$ cat config.mk
export PLATFORM = sky130hd
export DESIGN_NAME = sha_result_check
export DESIGN_NICKNAME = d
export VERILOG_FILES = /design/src/rtl/sha_result_check.sv
export SDC_FILE = /design/constraint.sdc
export NUM_CORES = 2
export LEC_CHECK = 0
export ABC_CLOCK_PERIOD_IN_PS = 7700
export BUFFER_PORTS_ARGS = -buffer_cell sky130_fd_sc_hd__buf_2
export CAP_MARGIN = 20
export CORE_AREA = 2 2 447 449
export CTS_CLUSTER_DIAMETER = 150
export CTS_CLUSTER_SIZE = 16
export DETAILED_ROUTE_END_ITERATION = 10
export DIE_AREA = 0 0 449 451
export GPL_ROUTABILITY_DRIVEN = 0
export MAX_ROUTING_LAYER = met4
export PLACE_DENSITY_LB_ADDON = 0.2
export SETUP_SLACK_MARGIN = 0.5
export SYNTH_ARGS = -nofsm -noshare
export SYNTH_HDL_FRONTEND = slang
export SYNTH_SLANG_ARGS = --single-unit
$ cat constraint.sdc
create_clock -name clk -period 7.7 [get_ports clk]
set_input_delay 1.155 -clock clk [delete_from_list [all_inputs] [get_ports clk]]
set_output_delay 1.155 -clock clk [all_outputs]
set_load 0.01 [all_outputs]
$ cat src/rtl/sha_result_check.sv
// Final stage of the SHA-256 miner: adds H to the post-round working state, compares the
// digest against the target and queues winning nonces for the host to pop.
module sha_result_check #(
   parameter int WORD_S     = 32,
   parameter int H_SIZE     = 256,
   parameter int FIFO_DEPTH = 4,
   parameter int CNT_W      = 48
) (
   input  logic              clk,
   input  logic              reset_n,
   input  logic              en,
   input  logic [H_SIZE-1:0] Hin,
   input  logic [H_SIZE-1:0] work,
   input  logic [WORD_S-1:0] nonce,
   input  logic [H_SIZE-1:0] target,
   input  logic              clr,
   output logic              out_valid,
   output logic [WORD_S-1:0] out_nonce,
   input  logic              out_ready,
   output logic              overflow,
   output logic [CNT_W-1:0]  hash_cnt,
   output logic [H_SIZE-1:0] last_digest
);

   localparam int N_WORDS = H_SIZE / WORD_S;
   localparam int AW      = $clog2(FIFO_DEPTH);
   localparam int CW      = AW + 1;

   logic [H_SIZE-1:0] w_sum;
   logic              r_s1_valid;
   logic [H_SIZE-1:0] r_s1_digest;
   logic [WORD_S-1:0] r_s1_nonce;

   logic [WORD_S-1:0] r_mem [FIFO_DEPTH];
   logic [AW-1:0]     r_wr_ptr;
   logic [AW-1:0]     r_rd_ptr;
   logic [CW-1:0]     r_count;
   logic [WORD_S-1:0] r_out_nonce;
   logic              r_overflow;
   logic [CNT_W-1:0]  r_hash_cnt;
   logic [H_SIZE-1:0] r_last_digest;

   logic              w_found;
   logic              w_full;
   logic              w_pop;
   logic              w_push;
   logic              w_drop;
   logic [WORD_S-1:0] w_head_next;

   // Each 32-bit word is summed independently; carries never cross word boundaries.
   for (genvar g = 0; g < N_WORDS; g++) begin : g_add
      assign w_sum[g*WORD_S +: WORD_S] = Hin[g*WORD_S +: WORD_S] + work[g*WORD_S +: WORD_S];
   end

   // NOTE: state is updated with non-blocking assignments so every register samples pre-edge values.
   always_ff @(posedge clk or negedge reset_n) begin
      if (!reset_n) begin
         r_s1_valid  <= 1'b0;
         r_s1_digest <= '0;
         r_s1_nonce  <= '0;
      end else if (clr) begin
         r_s1_valid  <= 1'b0;
      end else begin
         r_s1_valid <= en;
         if (en) begin
            r_s1_digest <= w_sum;
            r_s1_nonce  <= nonce;
         end
      end
   end

   assign w_found = r_s1_valid && (r_s1_digest < target);
   assign w_full  = (r_count == CW'(FIFO_DEPTH));
   assign w_pop   = (r_count != '0) && out_ready;
   assign w_push  = w_found && (!w_full || w_pop);
   assign w_drop  = w_found && w_full && !w_pop;

   // Registered head so out_nonce keeps the last popped value once the FIFO drains.
   always_comb begin
      w_head_next = r_out_nonce;
      if (w_pop) begin
         if (r_count > CW'(1)) begin
            w_head_next = r_mem[r_rd_ptr + AW'(1)];
         end else if (w_push) begin
            w_head_next = r_s1_nonce;
         end
      end else if ((r_count == '0) && w_push) begin
         w_head_next = r_s1_nonce;
      end
   end

   always_ff @(posedge clk or negedge reset_n) begin
      if (!reset_n) begin
         r_wr_ptr      <= '0;
         r_rd_ptr      <= '0;
         r_count       <= '0;
         r_out_nonce   <= '0;
         r_overflow    <= 1'b0;
         r_hash_cnt    <= '0;
         r_last_digest <= '0;
      end else if (clr) begin
         r_wr_ptr   <= '0;
         r_rd_ptr   <= '0;
         r_count    <= '0;
         r_overflow <= 1'b0;
         r_hash_cnt <= '0;
      end else begin
         if (w_push) r_wr_ptr <= r_wr_ptr + AW'(1);
         if (w_pop)  r_rd_ptr <= r_rd_ptr + AW'(1);
         r_count     <= r_count + CW'(w_push) - CW'(w_pop);
         r_out_nonce <= w_head_next;
         if (w_drop) r_overflow <= 1'b1;
         if (r_s1_valid) begin
            r_last_digest <= r_s1_digest;
            r_hash_cnt    <= r_hash_cnt + CNT_W'(1);
         end
      end
   end

   // NOTE: storage array has no reset; the count and pointers alone define which entries are valid.
   always_ff @(posedge clk) begin
      if (w_push && !clr) r_mem[r_wr_ptr] <= r_s1_nonce;
   end

   assign out_valid   = (r_count != '0);
   assign out_nonce   = r_out_nonce;
   assign overflow    = r_overflow;
   assign hash_cnt    = r_hash_cnt;
   assign last_digest = r_last_digest;

endmodule

# Yosys cells after proc, flatten, opt, wreduce, memory -nomap -nowiden
# Memory sizes are Yosys's and may differ from the RTL's.
# Index checks and enable logic that the tools add are counted.
# W data, S select, Z words.
# word_totals
register_bits,633
mem_bits_rw,128
in_bits,805
word_cells,66
memories,1
# op_classes
addsub,13
magnitude_cmp,2
eq_ne,2
mux,16
bitwise_logic,1
reduce_logical,21
# mem_list
memory,words,width,read_ports,rd_clocked_by_memory_dff,write_ports,line,source
r_mem,4,32,1,0,1,34,logic [WORD_S-1:0] r_mem [FIFO_DEPTH];
# ops
operator,count
$add A32 B32 Y32,8
$lt A256 B256 Y1,1
$mux W32,4
$mux W48,2
$add A48 B1 Y48 const B,1
$reduce_bool A2 Y1,5
$mux W2,4
$logic_and A1 B1 Y1,7
$mux W1,5
$add A2 B1 Y2 const B,2
$reduce_and A2 Y1,2
$add A3 B1 Y3,1
$eq A3 B3 Y1 const B,1
$gt A3 B1 Y1 const B,1
$logic_not A1 Y1,3
$logic_not A3 Y1,1
$mux W3,1
$ne A3 B1 Y1 const B,1
$reduce_and A3 Y1,1
$reduce_bool A3 Y1,1
$sub A3 B1 Y3,1
$logic_or A1 B1 Y1,1
$not A1 Y1,1

# Depth between registers and ports, before layout
# logic_depth
ltp_word,7
depth_mapped,17
ltp_nobuf,17

# Worst setup path before layout
# OpenSTA, ideal clock, no wires.
# synth_path
kind,input to register
startpoint,input port target[117]
endpoint,memory r_mem[1][0] (enable)
arrival_time_ns,5.738
t_required_ns,7.232
path_slack_ns,1.494
cell_stages,12
path_cell_list,inv_1 -> ha_1 -> a21o_1 -> a21o_1 -> a21oi_1 -> nor2_1 -> a2111oi_0 -> o21ai_0 -> o31ai_1 -> nand3_2 -> or2_2 -> nor3b_1
# synth_via
elab_chain_len,6
# synth_rtl
element,line,source
start: declaration,15,"input logic [H_SIZE-1:0] target,"
$lt A256 B256 Y1,72,assign w_found = r_s1_valid && (r_s1_digest < target);
$logic_and A1 B1 Y1,72,
$logic_and A1 B1 Y1,75,assign w_push = w_found && (!w_full || w_pop);
$logic_and A1 B1 Y1,122,if (w_push && !clr) r_mem[r_wr_ptr] <= r_s1_nonce;
$mux W1,122,
$mux W1 (not written as such),122,
end: declaration,34,
# No other way between the ends.

# Final worst setup path
# layout_path
startpoint,input port target[247]
endpoint,register r_count[2]
# layout_via
elab_chain_len,6
# layout_rtl
element,line,source
$lt A256 B256 Y1,72,
$logic_and A1 B1 Y1,72,
$logic_and A1 B1 Y1,75,
$add A3 B1 Y3,110,r_count <= r_count + CW'(w_push) - CW'(w_pop);
$sub A3 B1 Y3,110,
$mux W3,101,end else if (clr) begin
end signal: assignment,110,
end: declaration,37,logic [CW-1:0] r_count;
# No other way between the ends.
# A chain may end at the register's enable or synchronous reset.

==> impl_metrics.py <==
metrics = {
    "synthesis": {
        "yosysSeqAreaShare_pct": 42.2,
        "synthesis.nets": 5863,
        "synth_ff_type": "dfrtp_1",
        "syn_inst": 4538,
        "ys_warn_count": 0,
        "synth_edf_count": 128,
        "synth.distinct_cells": 91,
        "ys_ff_latch": 761,
        "async_flop_share_pct": 83.2,
        "synth.avg_cell_area_sq_um": 10.3,
        "syn_area_sq_um": 46600,
    },
    "clocking": {
        "htreeDepth": 2,
        "cts_buffer_depth": 3,
        "post_cts_buffers": 0,
        "ctsResizeCount": 0,
        "cts.sinks": 761,
        "worstSkewPairLatency_ns": 0.71,
        "cts_tree": "built",
        "cts_buffers": 54,
        "clkTransAtPathRegs_ns": 0.08,
        "hold_buffers": 0,
        "clockRootBuffer": "clkbuf_16",
    },
    "setup_path": {
        "path_cells": "buf_2 > inv_1 > ha_1 > nand2_1 > nor3_1 > nand4b_1 > nor4_4 > inv_2 > nor4_4 > o2111ai_1 > nand3_2 > nor2_1 > xnor2_1 > ha_1 > inv_1 > fa_1 > xnor2_1 > nor2_1",
        "crit_cells": 18,
        "cpLargestDelayFamily": "simple AND/OR/NAND/NOR gates",
        "cp-end-kind": "flop",
        "crit_path_max_incr_delay_ns": 0.70,
        "crit_required_ns": 8.23,
        "crit_slowest_cell": "nand4b_1",
        "timing.reg2reg.setup_slack_ns": 2.97,
        "crit-reg2reg-capture": "r_count[2]",
        "startpoint": "target[247]",
        "crit_fanout": 8,
        "reg2reg_depth": 16,
        "crit-reg2reg-launch": "r_s1_digest[254]",
        "critical_path.startpoint_type": "input port",
        "worstSetupPathType": "in -> reg",
        "critPathCapture": "r_count[2]",
        "critPathArrivalTime_ns": 5.33,
        "critPathBufInv": 4,
    },
    "timing": {
        "timing.fmax_mhz": 209,
        "slew_viol_final": 0,
        "max_slew_margin_pct": 28.5,
        "finClkSkew_ns": 0.0552,
        "rsz0062_at_grt": "no",
        "timing.final.ws_setup_ns": 2.91,
        "setup_viol": 0,
        "holdWs_ns": 0.377,
        "final_hold_viol_count": 0,
        "post-route-period-util_pct": 62.2,
        "period_needed_ns": 4.79,
        "fin_setup_tns_ns": 0,
        "worst_pin_slew_ns": 1.07,
    },
    "pwr": {
        "power_density_nw_per_um2": 230,
        "leakage_nw": 28.0,
        "irDropWorstVdd_mv": 0.162,
    },
    "routing": {
        "first_pass_iters": 7,
        "drt_wl_total_microns": 202000,
        "wire_per_inst_microns": 24.1,
        "via_per_inst": 4.68,
        "drtIter0Drc": 2319,
        "via_count": 39200,
        "drc": 0,
        "antenna_left": 0,
    },
    "place": {
        "io_buffers": 1142,
        "placed_area_sq_um": 55600,
        "dpl.hpwl_microns": 166000,
        "post-place-ws_ns": 1.94,
    },
    "floorplan": {
        "core-area_sq_um": 198000,
        "die_x_microns": 449,
        "die_area_sq_um": 202000,
        "ioPinCount": 1143,
        "rows": 164,
        "start_util_pct": 23.5,
        "die_h_microns": 451,
    },
    "global_route": {
        "grt_usage_pct": 19.8,
        "grt_pass1_vias": 39000,
        "antenna_found_initial": 110,
        "grt.overflow.total": 0,
        "grt_pass1_wl_microns": 285000,
        "grt_max_degree": 187,
    },
    "cells_and_area": {
        "fin_area_sq_um": 57200,
        "final_nets": 6970,
        "nFillCells": 21100,
        "seqCellArea_sq_um": 19700,
        "multi_input_area_sq_um": 25200,
        "layout-drive-gt1-share_pct": 28.7,
        "syn_to_final_growth_pct": 22.7,
    },
    "status": {
        "outcome": "completed",
    },
    "flow_run": {
        "maxCapViolations": 0,
    },
    "min_path": {
        "hp-class": "in -> async",
    },
}
area by class of cell:
class / instances / share of cell area (%)
sequential: 761 / 34.4
tap: 2656 / 5.81
timing repair buffer: 1178 / 10.6
antenna: 55 / 0.240
clock inverter: 3 / 0.0437
clock buffer: 72 / 2.61
inverter: 355 / 2.33
multi-input combinational: 3295 / 44.0
synthesized netlist by cell type (all sizes together) (23+ instances only):
master	count	area share (%)
buf	23	0.30
a21oi	245	2.6
o31ai	34	0.55
mux2	259	6.3
a21o	175	2.8
dfrtp	633	34
edfxtp	128	8.2
a211oi	55	0.93
nor3	50	0.54
xor2	138	2.6
and3	27	0.36
nor2	179	1.4
o21bai	34	0.55
mux4	32	1.5
xnor2	112	2.1
nand2	497	4.0
a2bb2oi	36	1.1
o21a	34	0.55
o21ai	340	3.7
nand3	68	0.74
nand2b	40	0.54
nor2b	33	0.44
inv	355	2.9
nand4	70	0.95
ha	511	14
o22ai	38	0.51
clkbuf	104	0.84
metrics by stage:
step                      std cells  power, W  utilization (%)
after floorplan                4538   0.00813                -
after global placement         8243    0.0103             28.0
after detailed placement       8245    0.0104             28.0
after CTS                      8320    0.0134             28.8
after global routing           8372    0.0140             28.9
final                          8375    0.0131             28.9
routing by layer:
metal / wire [microns] / track usage [%] / vias to the layer above
li1: - / - / 18600
met1: 84100 / 23.5 / 19200
met2: 102000 / 34.5 / 1158
met3: 8350 / 2.66 / 317
met4: 7010 / 6.39 / 0
met5: 0 / - / -
worst min-delay path by stage:
stage                     from         endpoint
2_1_floorplan   r_s1_digest[0]   r_s1_digest[0]
3_3_place_gp    last_digest[2]   last_digest[2]
3_5_place_dp   last_digest[92]  last_digest[92]
4_1_cts                reset_n     hash_cnt[30]
5_1_grt                reset_n     hash_cnt[30]
6_report               reset_n     hash_cnt[30]
cells in the final DEF (no fill, tap or decap), types with 112 or more instances in the layout:
cell / n
nand2_1: 497
xor2_1: 138
dfrtp_1: 631
mux2_2: 259
a21oi_1: 244
ha_1: 511
o21ai_0: 330
buf_2: 1143
a21o_1: 175
nor2_1: 179
inv_1: 353
xnor2_1: 112
edfxtp_1: 128
flip-flops by register name, summed over array words and instances (netlist names):
| name | count |
|---|---|
| last_digest | 256 |
| r_s1_digest | 256 |
| r_mem | 128 |
| hash_cnt | 48 |
| out_nonce | 32 |
| r_s1_nonce | 32 |
| r_count | 3 |
| r_rd_ptr | 2 |
| r_wr_ptr | 2 |
| overflow | 1 |
| r_s1_valid | 1 |
report_power, final:
| group | total (W) | switching (W) | internal (W) |
|---|---|---|---|
| registers | 0.00574 | 0.000789 | 0.00495 |
| clock network | 0.00293 | 0.00159 | 0.00135 |
| logic | 0.00448 | 0.00249 | 0.00199 |
| total | 0.0131 | 0.00486 | 0.00829 |
kinds of logic (layout without fill, tap and decap cells):
logic type	count (synthesis)	after routing	share of synthesized area, %
flip-flops	761	761	42.2
adder cells (fa/ha/maj)	520	520	14.1
other	0	55	0
AND/OR/NAND/NOR	1077	1077	10.8
AO/OA/AOI/OAI	1156	1156	16.4
buffers and inverters	482	1608	3.99
multiplexers	292	292	7.82
XOR/XNOR	250	250	4.69
(Power assumes the default switching activity.)
